==> config.mk <==
export PLATFORM = sky130hd
export DESIGN_NAME = settings_loader
export DESIGN_NICKNAME = d
export VERILOG_FILES = /design/src/rtl/settings_loader_pkg.sv /design/src/rtl/settings_loader_rd_pipe.sv /design/src/rtl/settings_loader.sv
export SDC_FILE = /design/constraint.sdc
export NUM_CORES = 1
export LEC_CHECK = 0
export ABC_CLOCK_PERIOD_IN_PS = 3200
export BUFFER_PORTS_ARGS = -buffer_cell sky130_fd_sc_hd__buf_2
export CAP_MARGIN = 5
export CORE_ASPECT_RATIO = 0.75
export CORE_MARGIN = 10
export CORE_UTILIZATION = 40
export CTS_CLUSTER_DIAMETER = 200
export CTS_CLUSTER_SIZE = 14
export DETAILED_ROUTE_END_ITERATION = 16
export PLACE_DENSITY = 0.65
export SYNTH_ARGS = -nofsm -noshare
export SYNTH_HDL_FRONTEND = slang
export SYNTH_SLANG_ARGS = --single-unit
==> constraint.sdc <==
create_clock -name CLK -period 3.2 [get_ports CLK]
set_clock_uncertainty 0.15 [all_clocks]
set_input_delay 0.8 -clock CLK [delete_from_list [all_inputs] [get_ports CLK]]
set_output_delay 0.8 -clock CLK [all_outputs]
set_load 0.03 [all_outputs]
==> src/rtl/settings_loader_pkg.sv <==
// ---------------------------------------------------------------------------
// settings_loader_pkg
// Shared types and constants for the settings loader: the published settings
// structs, the controller BRAM register map, per-group word counts and the
// loader FSM state encoding.
// ---------------------------------------------------------------------------
package settings_loader_pkg;

    // Controller BRAM register map (16-bit word addresses)
    localparam logic [7:0] ADDR_REQ       = 8'h00;
    localparam logic [7:0] ADDR_ACK       = 8'h01;
    localparam logic [7:0] ADDR_SIL_BASE  = 8'h10;
    localparam logic [7:0] ADDR_DBG_BASE  = 8'h20;
    localparam logic [7:0] ADDR_SYNC_BASE = 8'h30;

    // REQ / ACK bit positions
    localparam int REQ_BIT_SIL  = 0;
    localparam int REQ_BIT_DBG  = 1;
    localparam int REQ_BIT_SYNC = 2;

    // Words read per group
    localparam logic [3:0] NWORDS_SIL  = 4'd3;
    localparam logic [3:0] NWORDS_DBG  = 4'd8;
    localparam logic [3:0] NWORDS_SYNC = 4'd6;

    // Width of the word-index tag carried through the read pipe
    localparam int IDX_W = 3;

    typedef enum logic [2:0] {
        IDLE,
        WAIT_REQ,
        SEL,
        LOAD,
        COMMIT
    } state_e;

    typedef enum logic [1:0] {
        GRP_SIL,
        GRP_DBG,
        GRP_SYNC
    } grp_e;

    typedef struct packed {
        logic       UPDATE;
        logic       MODE;
        logic [7:0] UPDATE_RATE_INTENSITY;
        logic [7:0] UPDATE_RATE_PHASE;
        logic [7:0] COMPLETION_STEPS_INTENSITY;
        logic [7:0] COMPLETION_STEPS_PHASE;
    } silencer_settings_t;

    typedef struct packed {
        logic             UPDATE;
        logic [3:0][7:0]  DEBUG_TYPE;   // element i = TYPEi
        logic [3:0][15:0] DEBUG_VALUE;  // element i = VALUEi
    } debug_settings_t;

    typedef struct packed {
        logic        UPDATE;
        logic [31:0] ECAT_SYNC_BASE_CNT;
        logic [63:0] ECAT_SYNC_TIME;
    } sync_settings_t;

    function automatic logic [3:0] grp_nwords(input grp_e g);
        case (g)
            GRP_SIL:  grp_nwords = NWORDS_SIL;
            GRP_DBG:  grp_nwords = NWORDS_DBG;
            GRP_SYNC: grp_nwords = NWORDS_SYNC;
            default:  grp_nwords = 4'd0;
        endcase
    endfunction

    function automatic logic [7:0] grp_base(input grp_e g);
        case (g)
            GRP_SIL:  grp_base = ADDR_SIL_BASE;
            GRP_DBG:  grp_base = ADDR_DBG_BASE;
            GRP_SYNC: grp_base = ADDR_SYNC_BASE;
            default:  grp_base = ADDR_REQ;
        endcase
    endfunction

    function automatic logic [2:0] grp_mask(input grp_e g);
        case (g)
            GRP_SIL:  grp_mask = 3'b001;
            GRP_DBG:  grp_mask = 3'b010;
            GRP_SYNC: grp_mask = 3'b100;
            default:  grp_mask = 3'b000;
        endcase
    endfunction

endpackage

==> src/rtl/settings_loader_rd_pipe.sv <==
// ---------------------------------------------------------------------------
// settings_loader_rd_pipe
// Delay line that follows each issued BRAM read by LATENCY cycles so the
// returning data word can be routed to the right shadow field.
// Ports:
//   i_clk, i_rst   clock, synchronous active-high reset (clears valid bits)
//   i_vld, i_idx   a read issued this cycle and its word index in the group
//   o_vld, o_idx   the read whose data is on BRAM_DOUT this cycle
// ---------------------------------------------------------------------------
module settings_loader_rd_pipe
    import settings_loader_pkg::*;
#(
    parameter int LATENCY = 2
) (
    input  logic             i_clk,
    input  logic             i_rst,
    input  logic             i_vld,
    input  logic [IDX_W-1:0] i_idx,
    output logic             o_vld,
    output logic [IDX_W-1:0] o_idx
);

    logic [LATENCY-1:0]            r_vld;
    logic [LATENCY-1:0][IDX_W-1:0] r_idx;

    // Valid bits are cleared on reset so in-flight reads are dropped.
    always_ff @(posedge i_clk) begin
        if (i_rst) begin
            r_vld <= '0;
        end else begin
            r_vld[0] <= i_vld;
            for (int k = 1; k < LATENCY; k++) begin
                r_vld[k] <= r_vld[k-1];
            end
        end
    end

    always_ff @(posedge i_clk) begin
        r_idx[0] <= i_idx;
        for (int k = 1; k < LATENCY; k++) begin
            r_idx[k] <= r_idx[k-1];
        end
    end

    assign o_vld = r_vld[LATENCY-1];
    assign o_idx = r_idx[LATENCY-1];

endmodule

==> src/rtl/settings_loader.sv <==
// ---------------------------------------------------------------------------
// settings_loader
// Polls the REQ word of the controller BRAM, picks one toggled group
// (silencer > debug > sync), burst-reads its registers into shadow storage
// and publishes the assembled struct with a one-cycle UPDATE strobe while
// writing the new ACK word back to the BRAM.
//
// Build option: SETTINGS_LOADER_DEBUG_EN
//   defined   - debug group is loaded and published.
//   undefined - debug toggles are acknowledged without any reads and
//               DEBUG_SETTINGS stays at its reset value.
//
// Ports:
//   CLK, RST            clock, synchronous active-high reset
//   BRAM_ADDR           word address to the controller BRAM
//   BRAM_DOUT           read data, valid BRAM_LATENCY cycles after the address
//   BRAM_WE, BRAM_DIN   ACK write-back (only in COMMIT)
//   SILENCER_SETTINGS   published silencer settings + UPDATE
//   DEBUG_SETTINGS      published debug settings + UPDATE
//   SYNC_SETTINGS       published sync settings + UPDATE
//   BUSY                high whenever the FSM is not in IDLE
// ---------------------------------------------------------------------------
module settings_loader
    import settings_loader_pkg::*;
#(
    parameter int BRAM_LATENCY = 2
) (
    input  logic               CLK,
    input  logic               RST,
    output logic [7:0]         BRAM_ADDR,
    input  logic [15:0]        BRAM_DOUT,
    output logic               BRAM_WE,
    output logic [15:0]        BRAM_DIN,
    output silencer_settings_t SILENCER_SETTINGS,
    output debug_settings_t    DEBUG_SETTINGS,
    output sync_settings_t     SYNC_SETTINGS,
    output logic               BUSY
);

    localparam logic [7:0] LAST_WAIT = 8'(BRAM_LATENCY - 1);

    state_e           r_state, w_state_nxt;
    grp_e             r_grp, w_grp_nxt;
    logic [7:0]       r_wait;
    logic [3:0]       r_issue;
    logic [2:0]       r_req;
    logic [2:0]       r_ack;
    logic [2:0]       w_pend;
    logic [2:0]       w_ack_nxt;
    logic [3:0]       w_nwords;
    logic             w_issue_vld;
    logic             w_cap_vld;
    logic [IDX_W-1:0] w_cap_idx;
    logic             w_last;
    logic             w_commit;
    logic             w_req_smp;

    assign w_pend      = r_req ^ r_ack;
    assign w_nwords    = grp_nwords(r_grp);
    assign w_ack_nxt   = r_ack ^ grp_mask(r_grp);
    assign w_issue_vld = (r_state == LOAD) && (r_issue < w_nwords);
    assign w_last      = w_cap_vld && ({1'b0, w_cap_idx} == (w_nwords - 4'd1));
    assign w_commit    = (r_state == COMMIT);
    assign w_req_smp   = (r_state == WAIT_REQ) && (r_wait == LAST_WAIT);
    assign BUSY        = (r_state != IDLE);

    settings_loader_rd_pipe #(
        .LATENCY (BRAM_LATENCY)
    ) u_rd_pipe (
        .i_clk (CLK),
        .i_rst (RST),
        .i_vld (w_issue_vld),
        .i_idx (r_issue[IDX_W-1:0]),
        .o_vld (w_cap_vld),
        .o_idx (w_cap_idx)
    );

    // ---------------- FSM ----------------
    always_ff @(posedge CLK) begin
        if (RST) begin
            r_state <= IDLE;
            r_grp   <= GRP_SIL;
            r_wait  <= '0;
            r_issue <= '0;
            r_req   <= '0;
            r_ack   <= '0;
        end else begin
            r_state <= w_state_nxt;
            r_grp   <= w_grp_nxt;
            r_wait  <= (r_state == WAIT_REQ) ? (r_wait + 8'd1) : 8'd0;
            r_issue <= (r_state == LOAD) ? (r_issue + {3'b000, w_issue_vld}) : 4'd0;
            if (w_req_smp) begin
                r_req <= BRAM_DOUT[2:0];
            end
            if (w_commit) begin
                r_ack <= w_ack_nxt;
            end
        end
    end

    always_comb begin
        w_state_nxt = r_state;
        w_grp_nxt   = r_grp;
        case (r_state)
            IDLE:     w_state_nxt = WAIT_REQ;
            WAIT_REQ: if (w_req_smp) w_state_nxt = SEL;
            SEL: begin
                if (w_pend[REQ_BIT_SIL]) begin
                    w_grp_nxt   = GRP_SIL;
                    w_state_nxt = LOAD;
                end else if (w_pend[REQ_BIT_DBG]) begin
                    w_grp_nxt   = GRP_DBG;
`ifdef SETTINGS_LOADER_DEBUG_EN
                    w_state_nxt = LOAD;
`else
                    // No debug datapath: acknowledge straight away.
                    w_state_nxt = COMMIT;
`endif
                end else if (w_pend[REQ_BIT_SYNC]) begin
                    w_grp_nxt   = GRP_SYNC;
                    w_state_nxt = LOAD;
                end else begin
                    w_state_nxt = IDLE;
                end
            end
            LOAD:     if (w_last) w_state_nxt = COMMIT;
            COMMIT:   w_state_nxt = IDLE;
            default:  w_state_nxt = IDLE;
        endcase
    end

    // BRAM port: REQ address by default, group burst in LOAD, ACK write in COMMIT
    always_comb begin
        BRAM_ADDR = ADDR_REQ;
        BRAM_WE   = 1'b0;
        BRAM_DIN  = '0;
        if (w_issue_vld) begin
            BRAM_ADDR = grp_base(r_grp) + {4'b0000, r_issue};
        end else if (w_commit) begin
            BRAM_ADDR = ADDR_ACK;
            BRAM_WE   = 1'b1;
            BRAM_DIN  = {13'b0, w_ack_nxt};
        end
    end

    // ---------------- Silencer / sync shadow and publish ----------------
    logic                    r_sh_sil_mode;
    logic [15:0]             r_sh_sil_rate;
    logic [15:0]             r_sh_sil_steps;
    logic [1:0][15:0]        r_sh_sync_base;
    logic [3:0][15:0]        r_sh_sync_time;
    silencer_settings_t      r_pub_sil, w_sil_new;
    sync_settings_t          r_pub_sync, w_sync_new;

    always_ff @(posedge CLK) begin
        if (RST) begin
            r_sh_sil_mode  <= 1'b0;
            r_sh_sil_rate  <= '0;
            r_sh_sil_steps <= '0;
            r_sh_sync_base <= '0;
            r_sh_sync_time <= '0;
            r_pub_sil      <= '0;
            r_pub_sync     <= '0;
        end else begin
            if (w_cap_vld) begin
                case (r_grp)
                    GRP_SIL: begin
                        case (w_cap_idx)
                            3'd0:    r_sh_sil_mode  <= BRAM_DOUT[0];
                            3'd1:    r_sh_sil_rate  <= BRAM_DOUT;
                            3'd2:    r_sh_sil_steps <= BRAM_DOUT;
                            default: ;
                        endcase
                    end
                    GRP_SYNC: begin
                        // Words 0-1 base count, words 2-5 time (little-endian)
                        if (w_cap_idx < 3'd2) r_sh_sync_base[w_cap_idx[0]] <= BRAM_DOUT;
                        else r_sh_sync_time[2'(w_cap_idx - 3'd2)] <= BRAM_DOUT;
                    end
                    default: ;
                endcase
            end
            if (w_commit && (r_grp == GRP_SIL))  r_pub_sil  <= w_sil_new;
            if (w_commit && (r_grp == GRP_SYNC)) r_pub_sync <= w_sync_new;
        end
    end

    // During COMMIT the freshly assembled struct is presented together with
    // UPDATE; afterwards the registered copy holds it.
    always_comb begin
        w_sil_new                            = '0;
        w_sil_new.MODE                       = r_sh_sil_mode;
        w_sil_new.UPDATE_RATE_INTENSITY      = r_sh_sil_rate[7:0];
        w_sil_new.UPDATE_RATE_PHASE          = r_sh_sil_rate[15:8];
        w_sil_new.COMPLETION_STEPS_INTENSITY = r_sh_sil_steps[7:0];
        w_sil_new.COMPLETION_STEPS_PHASE     = r_sh_sil_steps[15:8];
        SILENCER_SETTINGS = r_pub_sil;
        if (w_commit && (r_grp == GRP_SIL)) begin
            SILENCER_SETTINGS        = w_sil_new;
            SILENCER_SETTINGS.UPDATE = 1'b1;
        end
    end

    always_comb begin
        w_sync_new                    = '0;
        w_sync_new.ECAT_SYNC_BASE_CNT = r_sh_sync_base;
        w_sync_new.ECAT_SYNC_TIME     = r_sh_sync_time;
        SYNC_SETTINGS = r_pub_sync;
        if (w_commit && (r_grp == GRP_SYNC)) begin
            SYNC_SETTINGS        = w_sync_new;
            SYNC_SETTINGS.UPDATE = 1'b1;
        end
    end

    // ---------------- Debug shadow and publish ----------------
`ifdef SETTINGS_LOADER_DEBUG_EN
    logic [3:0][7:0]  r_sh_dbg_type;
    logic [3:0][15:0] r_sh_dbg_val;
    debug_settings_t  r_pub_dbg, w_dbg_new;

    always_ff @(posedge CLK) begin
        if (RST) begin
            r_sh_dbg_type <= '0;
            r_sh_dbg_val  <= '0;
            r_pub_dbg     <= '0;
        end else begin
            // Words 0-3 are TYPE (low byte only), words 4-7 are VALUE
            if (w_cap_vld && (r_grp == GRP_DBG)) begin
                if (!w_cap_idx[2]) r_sh_dbg_type[w_cap_idx[1:0]] <= BRAM_DOUT[7:0];
                else r_sh_dbg_val[w_cap_idx[1:0]] <= BRAM_DOUT;
            end
            if (w_commit && (r_grp == GRP_DBG)) r_pub_dbg <= w_dbg_new;
        end
    end

    always_comb begin
        w_dbg_new             = '0;
        w_dbg_new.DEBUG_TYPE  = r_sh_dbg_type;
        w_dbg_new.DEBUG_VALUE = r_sh_dbg_val;
        DEBUG_SETTINGS = r_pub_dbg;
        if (w_commit && (r_grp == GRP_DBG)) begin
            DEBUG_SETTINGS        = w_dbg_new;
            DEBUG_SETTINGS.UPDATE = 1'b1;
        end
    end
`else
    assign DEBUG_SETTINGS = '0;
`endif

endmodule
Word-level counts from Yosys, hierarchy flattened
Index checks and enable logic that the tools add are counted.
Storage, ports and cells
  register bits: 289
  input bits: 18
  output and inout port bits: 254
  word-level logic and storage cells: 101
Operators by class
  eq/ne operators: 12
  multiplexer cells: 27
  bitwise operators: 5
  order comparisons: 6
  reduce and logical (&&, ||, !) cells: 21
  $add $sub $neg: 5
Operators with widths (count)
  $mux 97: 1
  $bwmux 64: 1
  $mux 34: 1
  $bwmux 32: 1
  $demux 16 s2: 1
  $mux 16: 2
  $mux 3: 6
  $pmux 6 s3: 1
  $demux 16 s1: 1
  $mux 8: 2
  $reduce_and 3->1: 5
  $pmux 3 s4: 1
  $pmux 4 s3: 1
  $eq 3x2->1 const B: 3
  $pmux 3 s3: 1
  $add 8x1->8 const B: 1
  $add 8x4->8: 1
  $eq 8x1->1 const B: 1
  $mux 2: 4
  $logic_and 1x1->1: 7
  $eq 3x1->1 const B: 2
  $logic_not 3->1: 2
  $reduce_bool 3->1: 2
  $xor 3x3->3: 2
  19 further kinds: 26

Depth between registers and ports, before layout
  word-level depth: 7
  gate-level depth with buffers: 11
  gate-level depth less buffers: 11

Modules after synthesis
From an unflattened synthesis, not the netlist that was laid out.
Second synthesis, totals
  cell total of the unflattened synthesis: 1293
  area, all modules: 12076.6 um^2
By module, submodules not included
  settings_loader: cells an instance 1280, area each 11881.4 um^2, times used 1, seq. area each 5625.4 um^2
  settings_loader_rd_pipe: cells an instance 13, area each 195.2 um^2, times used 1, seq. area each 160.2 um^2

Worst setup path after synthesis
Ideal clock, no wire load.
  path type: reg2out
  from: reg r_grp[1]
  to: out BRAM_ADDR[4]
  data arrival time: 2.909 ns
  path buffers: 0
  required time: 2.250 ns
  slack: -0.659 ns
  cell stages (with the launch flop): 8
  path through: dfxtp_1 > inv_1 > ha_1 > inv_1 > ha_1 > nor3_1 > inv_1 > a2111oi_0
On the way
  cells in the longest elaborated chain, start to end: 5
  elaborated cells on any way between the ends: 10
  those cells by class: 1 x add/sub; 1 x order compare; 2 x eq/ne; 4 x mux; 2 x reduce/logical
RTL lines
  start: declaration: line settings_loader.sv:43  | grp_e r_grp, w_grp_nxt;
  start signal: assignment: line settings_loader.sv:89  | r_grp <= w_grp_nxt;
  $eq 2x2->1 (tied with other cells): line settings_loader_pkg.sv:65, settings_loader_pkg.sv:74
  $pmux 6 s3 / $pmux 4 s3 (equally long branches): line settings_loader_pkg.sv:74, settings_loader_pkg.sv:65
  $mux 8 / $lt 4x4->1 (equally long branches): line settings_loader.sv:137, settings_loader.sv:61
  $add 8x4->8 / $logic_and 1x1->1 (equally long branches): line settings_loader.sv:138, settings_loader.sv:61
  $mux 8 *: line settings_loader.sv:137  | if (w_issue_vld) begin
  end: declaration: line settings_loader.sv:30  | output logic [7:0] BRAM_ADDR,
Every way passes the cells marked *; elsewhere a longest branch is shown, timed or not. The select of a mux whose other input is x is not followed.

==> flow_summary.json <==
{
  "status": "finished, final reports clean",
  "cp_max_fo": 8,
  "synth_cells": 1294,
  "synth_area_leaders": "dfxtp_1 (48%), mux2_2 (9.3%), nand2_1 (8.5%)",
  "fillers": 2765,
  "fp.dieH_um": 170.5,
  "clk_path_buf_depth": 3,
  "portBuffers": 159,
  "reg2reg_slack_ns": 0.98,
  "drcViolationCount": 0,
  "core_um2": 29390,
  "end_kind": "primary output",
  "hold_viol": 0,
  "first_pass_iters": 6,
  "seq_area_frac_synth_pct": 47.92,
  "clk_pin_slew_worst_paths_ns": 0.06,
  "m1WireLength_um": 15570,
  "rsz0062_at_grt": "true",
  "ys_ff_latch": 289,
  "antenna_found_initial": 1,
  "synth-edff-count": 0,
  "routabilityCongestion": 0.8256,
  "synth_common_cells": "dfxtp_1 (289), nand2_1 (272), a21oi_1 (140)",
  "clock.fmax_mhz": 318.6,
  "finalCriticalPeriod_ns": 3.139,
  "setup_viol": 0,
  "routed.top_layer": "met5",
  "yosysUniqueCellTypes": 41,
  "maxCapViolations": 0,
  "rr_endpoint": "r_issue[1]",
  "viasPerCell": 4.697,
  "arrival_ns": 2.19,
  "die-area_um2": 37610,
  "crit_path_end": "SYNC_SETTINGS[29]",
  "r2r_cells": 10,
  "startpoint_type": "flop",
  "grtUsageTotal_pct": 16.75,
  "synth-main-ff-cell": "dfxtp_1",
  "finish.instance_area_um2": 14260,
  "ctsHoldBuffers": 0,
  "wire_per_inst_um": 18.51,
  "vias": 8554,
  "post-dp-hpwl_um": 21290,
  "total_leakage_power_nw": 5.851,
  "syn_to_final_growth_pct": 18.13,
  "routed_wl_um": 33710,
  "final-instance-count-excl-fill": 1821,
  "num_io_pins": 272,
  "p_per_area_nw_per_um2": 462.8,
  "power_mw": 6.601,
  "synth.top_cell.area_share_pct": 47.92,
  "worstSkewPairLatency_ns": 0.53,
  "async_flop_share_pct": 0,
  "placed_area_um2": 12720,
  "worst-setup-path-type": "flop to primary output",
  "worst-slew-pin-transition_ns": 0.8473,
  "drt_iter0_markers": 491,
  "grt_max_degree": 92,
  "cts_root_buf": "clkbuf_16",
  "grt.overflow.total": 0,
  "worstReg2RegStart": "r_grp[0]",
  "startpoint": "r_grp[0]",
  "syn_area_um2": 12070,
  "rows": 54,
  "yosysMostFrequentCell": "dfxtp_1",
  "first_global_vias": 8400,
  "yosysWarnings": 0,
  "slew_viol_final": 0,
  "cts_tree": "done",
  "die_w_um": 220.6,
  "post-route-period-util_pct": 98.09,
  "ant_nets": 0,
  "syn_area_per_cell_um2": 9.331,
  "max_slew_margin_pct": 43.35,
  "wl_met3_um": 1993,
  "start_util_pct": 41.08,
  "routed-wl-met2_um": 15690,
  "final_layout_size_suffix_gt1_share_pct": 26.54,
  "cts_buffers": 24,
  "nets": 1460,
  "cts.htree.levels": 1,
  "grt_pass1_wl_um": 49620,
  "required_ns": 2.25,
  "dp_cells": 1773,
  "worstHoldPathType": "flop to flop",
  "synth_top_area_cell": "dfxtp_1",
  "peakVddDrop_v": 0.0003461,
  "cts_num_sinks": 289
}
## how the worst min path moves through the flow
stage                  startpoint  depth (start not counted)                  to
3_5_place_dp   u_rd_pipe.r_idx[0]                          0  u_rd_pipe.o_idx[0]
3_3_place_gp   u_rd_pipe.r_idx[1]                          0  u_rd_pipe.o_idx[1]
2_1_floorplan  u_rd_pipe.r_idx[0]                          0  u_rd_pipe.o_idx[0]
5_1_grt        u_rd_pipe.r_idx[0]                          0  u_rd_pipe.o_idx[0]
4_1_cts        u_rd_pipe.r_idx[0]                          0  u_rd_pipe.o_idx[0]
6_report       u_rd_pipe.r_idx[0]                          0  u_rd_pipe.o_idx[0]
## cell families (layout without fill, tap and decap cells)
| kind of cell | count (synthesis) | count (layout) | synth area share, % |
|---|---|---|---|
| muxes | 132 | 132 | 13.18 |
| xor gates and xnor gates | 21 | 21 | 1.523 |
| adders and majority gates | 14 | 14 | 1.451 |
| DFF | 289 | 289 | 47.92 |
| AOI/OAI and AO/OA | 148 | 148 | 6.269 |
| buffers and inverters | 212 | 235 | 10.99 |
| other | 1 | 113 | 0.03106 |
| and+or+nand+nor | 477 | 477 | 18.63 |
## power by group
part           internal (mW)  switching (mW)  total (mW)
sequential              3.60         0.00689        3.61
combinational         0.0363           0.323       0.359
clock                   1.37            1.26        2.63
## through the flow
stage | util, % | setup slack, ns | hold WS [ns] | setup TNS [ns]
global placement | 43.27 | 0.3304 | 0.1629 | 0
detailed placement | 43.27 | 0.2886 | 0.1647 | 0
global route | 48.52 | -0.02845 | 0.1816 | -0.1493
floorplan | - | 0.1505 | 0.1596 | 0
finish | 48.53 | 0.06120 | 0.1773 | 0
CTS | 46.97 | 0.002506 | 0.1800 | 0
## registers in the layout, summed over array words and instances (netlist names)
name,count
r_sh_sil_mode,1
r_ack,3
r_sh_sil_steps,16
u_rd_pipe.r_idx,3
r_req,3
r_wait,8
r_sh_sync_base,32
r_issue,4
u_rd_pipe.r_vld,2
r_grp,2
r_sh_sync_time,64
r_sh_sil_rate,16
u_rd_pipe.o_idx,3
r_pub_sil,33
r_pub_sync,96
r_state,3
## layer usage
layer / track usage (%) / vias up
li1: - / 4205
met1: 22.18 / 4112
met2: 27.72 / 201
met3: 3.774 / 34
met4: 2.744 / 2
met5: 0 / -
## layout by cell type (no fill, tap or decap), drive strengths merged, types with 3 or more instances in the layout
| cell | Yosys | final |
|---|---|---|
| a21oi | 140 | 140 |
| and2 | 4 | 4 |
| and3 | 3 | 3 |
| buf | 150 | 194 |
| clkbuf | 51 | 29 |
| conb | 1 | 112 |
| dfxtp | 289 | 289 |
| ha | 14 | 14 |
| inv | 11 | 11 |
| mux2 | 129 | 129 |
| mux2i | 3 | 3 |
| nand2 | 273 | 273 |
| nand2b | 4 | 4 |
| nand3 | 11 | 11 |
| nor2 | 25 | 25 |
| nor2b | 133 | 133 |
| nor3 | 10 | 10 |
| nor4b | 3 | 3 |
| o21ai | 3 | 3 |
| or3 | 6 | 6 |
| xnor2 | 11 | 11 |
| xor2 | 10 | 10 |
## critical path, stage by stage, from the launching register on
cell and delay [ns]:
dfxtp_4 0.36, inv_6 0.08, ha_4 0.14, and2_4 0.17
buf_8 0.14, buf_12 0.13, buf_16 0.14, mux2_2 0.35
buf_6 0.14
## what timing repair did
item	CTS	global route
resized for setup	61	128
cloned	6	3
setup buffers	10	1
setup endpoints to repair	128	95
pin swaps	3	2
## final cells by class
class                           count  area [um2]  share of cell area (%)
Sequential cell                   289        5798                   40.65
Inverter                           11       48.80                  0.3421
Tap cell                          392       490.5                   3.439
Clock buffer                       25       625.6                   4.386
Multi-Input combinational cell    904        5604                   39.29
Clock inverter                      1       7.507                 0.05263
Antenna cell                        1       2.502                 0.01754
Timing Repair Buffer              198        1687                   11.82
No activity file was read; power rests on OpenSTA's default activity.
